--- config.mk ---
export PLATFORM = sky130hd
export DESIGN_NAME = reg_file
export DESIGN_NICKNAME = d
export VERILOG_FILES = /design/src/rtl/mips_pkg.sv /design/src/rtl/rf_read_port.sv /design/src/rtl/reg_file.sv
export SDC_FILE = /design/constraint.sdc
export NUM_CORES = 2
export LEC_CHECK = 0
export BUFFER_PORTS_ARGS = -buffer_cell sky130_fd_sc_hd__buf_2
export CAP_MARGIN = 15
export CORE_ASPECT_RATIO = 1.25
export CORE_MARGIN = 3
export CORE_UTILIZATION = 30
export CTS_CLUSTER_SIZE = 25
export DETAILED_ROUTE_END_ITERATION = 8
export GPL_TIMING_DRIVEN = 1
export PLACE_DENSITY_LB_ADDON = 0.08
export SLEW_MARGIN = 10
export SYNTH_ARGS = -nofsm -noshare
export SYNTH_HDL_FRONTEND = slang
export SYNTH_HIERARCHICAL = 1
export SYNTH_SLANG_ARGS = --single-unit
--- constraint.sdc ---
create_clock -name clk -period 2.29 [get_ports clk]
set_clock_uncertainty 0.1 [all_clocks]
set_input_delay 0.3435 -clock clk [delete_from_list [all_inputs] [get_ports clk]]
set_output_delay 0.3435 -clock clk [all_outputs]
set_load 0.005 [all_outputs]
--- src/rtl/mips_pkg.sv ---
// Shared constants for the MIPS datapath register file: widths, the
// hard-wired zero register index and the debug write-counter width.
package mips_pkg;

  localparam int DATA_W   = 32;
  localparam int ADDR_W   = 5;
  localparam int REG_ZERO = 0;
  localparam int CNT_W    = 16;

  localparam int DEPTH    = 1 << ADDR_W;

  // Saturating increment used by the debug counter.
  function automatic logic [CNT_W-1:0] sat_inc(input logic [CNT_W-1:0] value);
    logic [CNT_W-1:0] result;
    result = value;
    if (value != {CNT_W{1'b1}}) begin
      result = value + CNT_W'(1);
    end
    return result;
  endfunction

endpackage

--- src/rtl/rf_read_port.sv ---
// One combinational read port: array select, register-zero check and
// same-cycle write forwarding. Unknown addresses fall through to zero.
module rf_read_port #(
  parameter int DATA_W = mips_pkg::DATA_W,
  parameter int ADDR_W = mips_pkg::ADDR_W
) (
  input  logic              active,
  input  logic [DATA_W-1:0] regs [1 << ADDR_W],
  input  logic [ADDR_W-1:0] addr,
  input  logic              we,
  input  logic [ADDR_W-1:0] waddr,
  input  logic [DATA_W-1:0] wdata,
  output logic [DATA_W-1:0] rdata
);

  import mips_pkg::*;

  localparam int PORT_DEPTH = 1 << ADDR_W;

  logic [DATA_W-1:0] sel;
  logic              addr_nonzero;
  logic              fwd;

  // Compare-and-select rather than an indexed read: an x on addr makes every
  // compare fail, so sel stays zero instead of propagating x.
  always_comb begin
    sel = '0;
    for (int i = 0; i < PORT_DEPTH; i++) begin
      if (addr == ADDR_W'(i)) begin
        sel = regs[i];
      end
    end
  end

  always_comb begin
    addr_nonzero = 1'b0;
    if (addr != ADDR_W'(REG_ZERO)) begin
      addr_nonzero = 1'b1;
    end
  end

  always_comb begin
    fwd = 1'b0;
    if (active && we && (waddr != ADDR_W'(REG_ZERO)) && (waddr == addr)) begin
      fwd = 1'b1;
    end
  end

  always_comb begin
    rdata = '0;
    if (!active) begin
      rdata = '0;
    end else if (fwd) begin
      rdata = wdata;
    end else if (addr_nonzero) begin
      rdata = sel;
    end
  end

endmodule

--- src/rtl/reg_file.sv ---
// 32-entry register file with two forwarding read ports, a hard-wired zero
// register and a saturating count of committed writes.
module reg_file #(
  parameter int DATA_W = mips_pkg::DATA_W,
  parameter int ADDR_W = mips_pkg::ADDR_W
) (
  input  logic              clk,
  input  logic              rst_n,
  input  logic              RegWrite,
  input  logic [ADDR_W-1:0] WriteReg,
  input  logic [DATA_W-1:0] WriteData,
  input  logic [ADDR_W-1:0] ReadReg1,
  input  logic [ADDR_W-1:0] ReadReg2,
  output logic [DATA_W-1:0] ReadData1,
  output logic [DATA_W-1:0] ReadData2,
  output logic [15:0]       WriteCount
);

  import mips_pkg::*;

  localparam int RF_DEPTH = 1 << ADDR_W;

  logic [DATA_W-1:0] regs [RF_DEPTH];
  logic [CNT_W-1:0]  count;
  logic              commit;

  always_comb begin
    commit = 1'b0;
    if (RegWrite && (WriteReg != ADDR_W'(REG_ZERO))) begin
      commit = 1'b1;
    end
  end

  // Register zero is cleared by reset and never written, so it reads as zero
  // even before the read-port zero check.
  always_ff @(posedge clk or negedge rst_n) begin
    if (!rst_n) begin
      for (int i = 0; i < RF_DEPTH; i++) begin
        regs[i] <= '0;
      end
    end else if (commit) begin
      regs[WriteReg] <= WriteData;
    end
  end

  always_ff @(posedge clk or negedge rst_n) begin
    if (!rst_n) begin
      count <= '0;
    end else if (commit) begin
      count <= sat_inc(count);
    end
  end

  assign WriteCount = count;

  rf_read_port #(
    .DATA_W (DATA_W),
    .ADDR_W (ADDR_W)
  ) u_read_port1 (
    .active (rst_n),
    .regs   (regs),
    .addr   (ReadReg1),
    .we     (RegWrite),
    .waddr  (WriteReg),
    .wdata  (WriteData),
    .rdata  (ReadData1)
  );

  rf_read_port #(
    .DATA_W (DATA_W),
    .ADDR_W (ADDR_W)
  ) u_read_port2 (
    .active (rst_n),
    .regs   (regs),
    .addr   (ReadReg2),
    .we     (RegWrite),
    .waddr  (WriteReg),
    .wdata  (WriteData),
    .rdata  (ReadData2)
  );

endmodule

==> metrics <==
Setup crit start regs[1023]; Root Driver clkbuf_16; share of the synthesized area in the top cell type 44.3%; Critical Path Start Type flip-flop; die footprint 0.201 mm^2; Longest Clk Path Bufs 3; Final period util 171%; H-tree depth 4; violated checks hold timing, setup timing; Tot GR Track Use 36.9%; Fillers 18.7k; Distinct cells, synth 98; initial core utilization 30.2%; total power 0.0602 W; hold buffer count at CTS 25; final WL 382 mm; TritonCTS Buffers 131; I/O pin count 130; Synth area leader dfrtp_1; final instance area 0.0832 mm^2; Clk Latency, worst-skew pair 0.79 ns; initial antenna violation count 34; Slew HR 34.1%; placed cell area 0.0738 mm^2; number of enable flip-flop cells after synthesis 0; TritonRoute pass-1 iters 6; die width 402 um; Synth Cell Area 0.0588 mm^2; worst reg-to-reg setup slack 0.39 ns; met3 routed WL 33.0 mm; final global-route overflow total 0; Post-Synthesis Cells 5436; Avg Cell Area, Syn 10.8 um^2; die height 501 um; Worst Slack Setup Final -1.64 ns; sequential fraction of the synthesis area 44.3%; clk sinks 1040; type of the worst setup path flip-flop to primary output; status complete, but fails checks; Met1 Wirelength 153 mm; ys flop type dfrtp_1; vias 57.9k; Power per Cell Area 724 mW/mm^2; Async SR Flop Fraction 100%; Post-DRT Antenna Nets 0; global-route wire length before repair 512 mm; Final #Nets 6663; Iteration-0 DRC Markers 7210; synth top area cells dfrtp_1 (44%), mux2_2 (19%), a22oi_1 (3.7%); Final Critical Period 3.93 ns; CP max stage cell a222oi_1; number of global-route vias before repair 57.2k; final setup fails 64; fraction of layout cells with a size suffix above 1 51.3%; Static Leak 36.5 nW; unrepaired setup endpoints after global routing yes; routed length on met2 166 mm; CP Max Fanout 2; row count 181; Via density 6.23; critical path required time 1.85 ns; Hold Vio Cnt, Final 74; Yosys warnings 6; R2R Path Start WriteCount[0]; CP peak stage delay 0.46 ns; Peak Freq 255 MHz; DR top layer met5; post-DP HPWL 286 mm; crit-path cells buf_4 -> mux2_2 -> a221o_1 -> a222oi_1 -> o2111ai_1 -> buf_4 -> a211oi_4 -> buf_6 -> o41ai_4 -> buf_2; CTS tree yes; hold crit path type input pin to async pin; Yosys reg bits 1040; Worst Max-Slew Pin Slew 0.989 ns; DRC 0; fin. max-slew vios 0; max-capacitance violation count 0; pin count of the biggest net entering global routing 143; clock transition at the registers of the reported paths 0.06 ns; routability cong. 1.03; Core Area 0.195 mm^2; worst hold slack -0.150 ns; most frequent CP cell buf_4; syn nets 5487; worst path arrival time 3.48 ns; PortBufs 129; Layout area overhead 41.4%; CP Capture Type primary output; Wirelength per Cell 41.1 um; worst vdd ir 0.000820 V
## cells in the mapped netlist (all sizes together) (16+ instances only)
library cell / instances
a2111oi: 52
a32o: 20
nand3b: 44
inv: 21
a21o: 20
nor3b: 21
nand2: 220
clkbuf: 226
dfrtp: 1040
o211ai: 42
mux4: 32
a22o: 50
a221oi: 34
nor2: 212
nand2b: 31
a21oi: 181
or4: 17
a222oi: 36
nor3: 72
o31ai: 22
a32oi: 24
mux2: 1029
o22a: 18
a22oi: 286
buf: 365
o2bb2ai: 26
mux2i: 36
o221ai: 16
o21a: 30
or3b: 16
a211oi: 24
a31oi: 18
o22ai: 28
nor2b: 47
and3: 121
a221o: 24
nand4: 117
nand3: 387
a2bb2oi: 16
nor4: 22
and3b: 18
o21ai: 206
## metrics by stage
stage	cells	setup TNS [ns]	util (%)	setup slack, ns
after global routing	9277	-65.35	42.7	-1.63
after floorplan	5436	-0.629	-	-0.0937
after detailed placement	8908	-90.49	37.9	-1.64
final	9294	-62.44	42.7	-1.64
after global placement	8906	-92.35	37.9	-2.08
after CTS	9235	-63.72	42.1	-1.71
## path summary, 6_finish.rpt
| kind | depth (start not counted) | end |
|---|---|---|
| max | 10 | ReadData1[31] |
| min | 3 | regs[4] |
| max reg2reg | 6 | WriteCount[4] |
| min reg2reg | 0 | regs[999] |
| max in group asynchronous | 5 | regs[111] |
| min in group clk | 3 | regs[393] |
## report_power, final
| group | total (W) | switching, W | internal, W |
|---|---|---|---|
| Clock | 0.0220 | 0.00925 | 0.0127 |
| Sequential | 0.0252 | 0.00326 | 0.0219 |
| Combinational | 0.0131 | 0.00669 | 0.00644 |
## critical path: cells and delay by family, from the launching register on
kind            cells  cell delay, ns
flops               1            0.37
compound gates      5            1.39
buf+inv             4            0.65
mux                 1            0.26
## placed cells by master, fill, tap and decap left out, types with 102 or more instances in the layout
master and count:
nor2_1 142, dfrtp_1 1035, nand3_1 355, a21oi_1 156
mux2_2 1006, buf_4 1115, nand4_1 117, buf_12 270
and3_1 102, nand2_1 183, buf_2 108, clkbuf_16 139
a22oi_1 267, o21ai_0 137
## layer usage
metal  vias to the layer above  track usage [%]
met1                     30300             47.5
met4                         4             23.9
met5                         -                0
met3                       973             7.69
li1                      23100                -
met2                      3476             56.3
## repair_timing
action,4_1_cts,5_1_grt
buffers inserted,95,48
hold endpoints to repair,479,74
gates cloned,4,2
setup endpoints to repair,64,64
pin swaps,257,148
gates resized for setup,579,169
## final cells by class
| cell class | instances | area, um^2 | area share, % |
|---|---|---|---|
| clock inverter | 42 | 488 | 0.587 |
| clock buffer | 192 | 3920 | 4.71 |
| timing repair buffer | 1634 | 16100 | 19.4 |
| multi-input combinational | 3780 | 33300 | 40.0 |
| antenna | 19 | 47.5 | 0.0572 |
| inverter | 25 | 96.3 | 0.116 |
| tap | 2562 | 3210 | 3.85 |
| sequential | 1040 | 26000 | 31.3 |
## cell families after synthesis
kind of cell             synth area share, %
multiplexers                            21.5
flip-flops                              44.3
buffers and inverters                   5.22
adder cells (fa/ha/maj)               0.0213
AO/OA/AOI/OAI                           15.5
AND/OR/NAND/NOR                         13.2
XOR/XNOR                               0.313
## registers in the layout, summed over array words and instances (netlist names)
name        cells
WriteCount     16
regs         1024
Power figures use the tool's default switching activity.
